===== src/rtl/cache_data_pkg.sv =====
// cache_data_pkg: shared state encoding, default geometry and byte-mask helper for the cache data array.
package cache_data_pkg;
    typedef enum logic {ST_IDLE, ST_FILL} state_t;
    localparam int DEF_LINES = 8;
    localparam int DEF_LINE_BYTES = 32;
    localparam int DEF_FILL_BYTES = 8;
    function automatic logic [7:0] byte_mask_expand(input logic en);
        return {8{en}};
    endfunction
endpackage


===== src/rtl/cache_data_line.sv =====
// cache_data_line: one cache line of byte registers, each byte with its own write enable.
module cache_data_line
    import cache_data_pkg::*;
#(
    parameter int LINE_BYTES = DEF_LINE_BYTES
) (
    input  logic                    clk,
    input  logic                    reset,
    input  logic [LINE_BYTES-1:0]   we,
    input  logic [LINE_BYTES*8-1:0] wdata,
    output logic [LINE_BYTES*8-1:0] rdata
);
    logic [LINE_BYTES*8-1:0] data_q, data_d;
    always_comb begin
        data_d = data_q;
        for (int i = 0; i < LINE_BYTES; i++)
            data_d[8*i +: 8] = (data_q[8*i +: 8] & ~byte_mask_expand(we[i])) |
                               (wdata[8*i +: 8] & byte_mask_expand(we[i]));
    end
    always_ff @(posedge clk or posedge reset)
        if (reset) data_q <= '0;
        else       data_q <= data_d;
    assign rdata = data_q;
endmodule


===== src/rtl/cache_data_array.sv =====
// cache_data_array: LINES x LINE_BYTES data store with masked stores, registered line
// reads and a multi-beat line-fill engine fed from a narrower refill bus.
module cache_data_array
    import cache_data_pkg::*;
#(
    parameter int LINES      = DEF_LINES,
    parameter int LINE_BYTES = DEF_LINE_BYTES,
    parameter int FILL_BYTES = DEF_FILL_BYTES,
    localparam int IW    = $clog2(LINES),
    localparam int BEATS = LINE_BYTES / FILL_BYTES,
    localparam int CW    = BEATS > 1 ? $clog2(BEATS) : 1,
    localparam int LW    = LINE_BYTES * 8
) (
    input  logic                    clk,
    input  logic                    reset,
    input  logic                    rd_en,
    input  logic [IW-1:0]           rd_idx,
    output logic                    rd_valid,
    output logic [LW-1:0]           rd_data,
    input  logic                    wr_en,
    output logic                    wr_ready,
    input  logic [IW-1:0]           wr_idx,
    input  logic [LINE_BYTES-1:0]   wr_mask,
    input  logic [LW-1:0]           wr_data,
    input  logic                    fill_start,
    input  logic [IW-1:0]           fill_idx,
    input  logic                    fill_valid,
    input  logic [FILL_BYTES*8-1:0] fill_data,
    output logic                    fill_ready,
    output logic                    fill_done
);
    state_t                  state_q, state_d;
    logic [CW-1:0]           cnt_q, cnt_d;
    logic [IW-1:0]           idx_q, idx_d;
    logic                    rd_valid_q, rd_valid_d, fill_done_q, fill_done_d;
    logic [LW-1:0]           rd_data_q, rd_data_d, line_wdata;
    logic [LW-1:0]           line_q [LINES];
    logic [LINE_BYTES-1:0]   line_we [LINES];
    logic [LINE_BYTES-1:0]   beat_mask;
    logic                    store_go, beat_go, last_beat;

    assign store_go   = wr_en && state_q == ST_IDLE;
    assign beat_go    = fill_valid && state_q == ST_FILL;
    assign last_beat  = cnt_q == CW'(BEATS - 1);
    assign beat_mask  = LINE_BYTES'({FILL_BYTES{1'b1}}) << (cnt_q * FILL_BYTES);
    // Beat data is replicated across the line; the byte enables pick the slot.
    assign line_wdata = store_go ? wr_data : {BEATS{fill_data}};

    always_comb begin
        for (int l = 0; l < LINES; l++)
            line_we[l] = store_go && wr_idx == IW'(l) ? wr_mask :
                         beat_go && idx_q == IW'(l) ? beat_mask : '0;
    end

    for (genvar g = 0; g < LINES; g++) begin : g_line
        cache_data_line #(.LINE_BYTES(LINE_BYTES)) u_line (
            .clk  (clk),
            .reset(reset),
            .we   (line_we[g]),
            .wdata(line_wdata),
            .rdata(line_q[g])
        );
    end

    always_comb begin
        state_d     = state_q;
        cnt_d       = cnt_q;
        idx_d       = idx_q;
        fill_done_d = beat_go && last_beat;
        rd_valid_d  = rd_en;
        rd_data_d   = rd_en ? line_q[rd_idx] : rd_data_q;
        if (state_q == ST_IDLE && fill_start) begin
            state_d = ST_FILL;
            cnt_d   = '0;
            idx_d   = fill_idx;
        end else if (beat_go) begin
            cnt_d   = cnt_q + 1'b1;
            state_d = last_beat ? ST_IDLE : ST_FILL;
        end
    end

    always_ff @(posedge clk or posedge reset)
        if (reset) begin
            state_q     <= ST_IDLE;
            cnt_q       <= '0;
            idx_q       <= '0;
            rd_valid_q  <= 1'b0;
            rd_data_q   <= '0;
            fill_done_q <= 1'b0;
        end else begin
            state_q     <= state_d;
            cnt_q       <= cnt_d;
            idx_q       <= idx_d;
            rd_valid_q  <= rd_valid_d;
            rd_data_q   <= rd_data_d;
            fill_done_q <= fill_done_d;
        end

    assign rd_valid   = rd_valid_q;
    assign rd_data    = rd_data_q;
    assign fill_done  = fill_done_q;
    assign wr_ready   = state_q == ST_IDLE;
    assign fill_ready = state_q == ST_FILL;
endmodule


===== config.mk =====
export PLATFORM = sky130hd
export DESIGN_NAME = cache_data_array
export DESIGN_NICKNAME = d
export VERILOG_FILES = /design/src/rtl/cache_data_pkg.sv /design/src/rtl/cache_data_line.sv /design/src/rtl/cache_data_array.sv
export SDC_FILE = /design/constraint.sdc
export NUM_CORES = 2
export LEC_CHECK = 0
export ABC_AREA = 0
export CAP_MARGIN = 15
export CORE_MARGIN = 2
export CORE_UTILIZATION = 47
export DETAILED_ROUTE_END_ITERATION = 6
export PLACE_DENSITY = 0.76
export SLEW_MARGIN = 10
export SYNTH_ARGS = -nofsm -noshare
export SYNTH_HDL_FRONTEND = slang
export SYNTH_HIERARCHICAL = 1
export SYNTH_SLANG_ARGS = --single-unit

===== constraint.sdc =====
create_clock -name clk -period 11 [get_ports clk]
set_input_delay 1.65 -clock clk [delete_from_list [all_inputs] [get_ports clk]]
set_output_delay 1.65 -clock clk [all_outputs]
set_load 0.005 [all_outputs]

==> metrics.md <==
| Metric | Value |
|---|---|
| Status | `finished, final reports clean` |
| Total setup buffers inserted after CTS | `0` |
| Cts repair resizes | `0` |
| CTS tree | `built` |
| Final setup skew | `0.0339 ns` |
| Worst-path clk slew | `0.06 ns` |
| Crit Path Max Fanout | `42` |
| Worst VDD drop | `0.171 mV` |
| Post-synth ARST share | `100%` |
| Synth Instances | `7961` |
| Iteration count of the initial detailed-routing pass | `5` |
| Final hold violations | `0` |
| Placement row count | `176` |
| Synthesized area per cell | `13.6 sq um` |
| Pwr/cell area | `253 mW/mm^2` |
| Worst reg2reg setup slack | `7.16 ns` |
| Remaining DRCs | `0` |
| First-pass GRT wire length | `574 mm` |
| Yosys top cell area share | `53.3%` |
| Seq/Total Area, Yosys | `53.3%` |
| Clk root buf | `clkbuf_16` |
| Fin crit period | `4.91 ns` |
| Die Wd | `485 um` |
| Leakage power total | `0.0578 uW` |
| Area growth, synth to finish | `13.5%` |
| WP data arrival | `5.67 ns` |
| Largest net degree at the start of global routing | `135` |
| I/O Pins | `627` |
| Grt ovf | `0` |
| Worst skew pair latency | `0.89 ns` |
| Core region area | `0.230 sq mm` |
| Hold_sp | `rd_data[116]` |
| Final Non-Filler Cells | `11600` |
| Initial DRC Count | `7623` |
| Worst hold path depth | `1` |
| TritonCTS buffer count | `228` |
| RSZ-0062 raised after global routing | `no` |
| Hold_buf cts | `0` |
| Htree depth | `4` |
| Final setup viols | `0` |
| Gr usage total | `34.2%` |
| Layout cells sized above 1 | `35.3%` |
| Count leader, synth | `dfrtp_1` |
| Layout fillers | `18800` |
| Library cells used by synthesis | `34` |
| Critical path's largest stage delay | `0.79 ns` |
| Relative slew slack | `6.88%` |
| DR vias/cell | `6.36` |
| Max capacitance violation total | `0` |
| Worst path bufs/invs | `5` |
| Nets | `8690` |
| Vias in the first global route | `76200` |
| Hold endpoint | `rd_data[116]` |
| Antenna violations before repair | `75` |
| Final WL | `408 mm` |
| Yosys reg bits | `2312` |
| Slew Viols, Final | `0` |
| Syn. warnings | `6` |
| Setup TNS Final | `0 ns` |
| Die Height | `485 um` |
| Crit path capture type | `flip-flop` |
| Final Cycle Share | `44.6%` |
| Clock buffer depth | `3` |
| Achievable frequency | `0.204 GHz` |
| Reg2Reg Depth | `6` |
| RePlAce Congestion | `0.883` |
| Synthesized Nets | `8332` |
| RR Startpoint | `fill_ready` |
| Routed WL per cell | `35.1 um` |
| Crit-path cells | `buf_8 -> buf_4 -> buf_4 -> nor2b_4 -> buf_4 -> buf_4 -> a22oi_1 -> a31o_2` |
| Largest cells by area after synthesis | `dfrtp_1 (53%), mux2_2 (24%), mux2i_1 (6.3%)` |
| Initial Util | `47.3%` |
| CP Class | `in -> reg` |
| Leading area contributor after synthesis | `dfrtp_1` |
| Number of synthesized flops with an enable pin | `0` |
| Top delay family on crit path | `buffers and inverters` |
| IO buf count | `626` |
| Cell Area, Synth | `0.109 sq mm` |
| Detail Route Antenna Nets | `0` |
| Dpl cells | `11100` |
| HP Class | `reg -> reg` |
| Die area | `0.235 sq mm` |
| HPWL Detailed | `255 mm` |
| Worst path most repeated cell | `buf_4` |
| Sink Count | `2312` |
| Detailed-route via count | `74000` |
| Most used DFF post-synth | `dfrtp_1` |
| CP required | `11.76 ns` |
| Most common library cells after synthesis | `dfrtp_1 (2312), mux2_2 (2290), mux2i_1 (684)` |
| CP max stage cell | `buf_4` |
| Tightest Pin Transition | `1.39 ns` |
| CP Launch Type | `input pin` |
[layout make-up]
class,count,area [sq um],share of cell area (%)
antenna,91,228,0.185
clock buffer,338,6730,5.46
clock inverter,82,958,0.777
inverter,12,113,0.0913
multi-input combinational,4994,46200,37.4
sequential,2312,57900,46.9
tap,3026,3790,3.07
timing repair buffer,771,7510,6.09
[worst max path at each step]
stage	start	end	slack, ns	cells after the start
after floorplan	reset	cnt_q[0]	2.08	1
after global placement	rd_idx[1]	rd_data[191]	5.40	8
after global routing	rd_idx[1]	rd_data[135]	6.16	8
final	rd_idx[1]	rd_data[135]	6.09	8
after CTS	rd_idx[1]	rd_data[135]	6.25	8
after detailed placement	rd_idx[1]	rd_data[138]	5.38	8
[routing by layer]
| layer | GRT usage, % | vias to the layer above | routed length [um] |
|---|---|---|---|
| li1 | - | 29600 | - |
| met5 | 0 | - | 281 |
| met2 | 49.0 | 4506 | 176000 |
| met1 | 41.6 | 38600 | 149000 |
| met4 | 29.2 | 46 | 37500 |
| met3 | 11.3 | 1272 | 44100 |
[worst register-to-register path, cell delays in order (launching register included)]
cell	delay, ns
dfrtp_1	0.33
buf_4	0.29
nand2b_4	0.52
buf_4	0.64
nand2_1	1.04
nand2_1	0.71
mux2_2	0.26
[cells in the final DEF (no fill, tap or decap), drive strengths merged, types with 6 or more instances in the layout]
cell / netlist / final
dfrtp: 2312 / 2312
mux2: 2290 / 2290
mux2i: 684 / 684
nand2: 667 / 667
clkdlybuf4s50: 0 / 621
clkbuf: 172 / 339
nor2b: 261 / 261
a21o: 256 / 256
a22oi: 205 / 205
o22a: 170 / 170
buf: 471 / 149
a31o: 119 / 119
diode: 0 / 91
nand3: 86 / 86
a41o: 86 / 86
clkinv: 0 / 54
mux4: 51 / 51
o221ai: 51 / 51
nor2: 39 / 39
inv: 12 / 18
bufinv: 0 / 14
clkinvlp: 0 / 8
nand2b: 6 / 6
[stage by stage]
stage,power (uW),setup slack [ns],instance area [sq um],util (%),hold slack [ns]
5_1_grt,32500,6.16,123000,53.6,0.511
2_1_floorplan,19800,2.08,109000,-,0.475
3_3_place_gp,22500,5.40,115000,50.2,0.483
3_5_place_dp,23100,5.38,115000,50.2,0.487
4_1_cts,31100,6.25,123000,53.5,0.501
6_report,31200,6.09,123000,53.6,0.496
[logic make-up (layout without fill, tap and decap cells)]
group           after synthesis  after routing  share of synthesized area, %
mux                        3025           3025                          31.1
xor+xnor                      1              1                       0.00806
compound gates              889            889                          6.73
fa+ha+maj                     4              4                        0.0461
flops                      2312           2312                          53.3
buf+inv                     655           1203                          4.38
other cells                   0             91                             0
simple gates               1075           1075                          4.49
[where the power goes]
| part | switching [uW] | total, uW | internal (uW) | leakage [uW] |
|---|---|---|---|---|
| sequential | 2120 | 14200 | 12100 | 0.0293 |
| clock | 3450 | 8000 | 4560 | 0.00379 |
| combinational | 4060 | 8990 | 4930 | 0.0247 |
| total | 9630 | 31200 | 21600 | 0.0578 |
(Power assumes the default switching activity.)
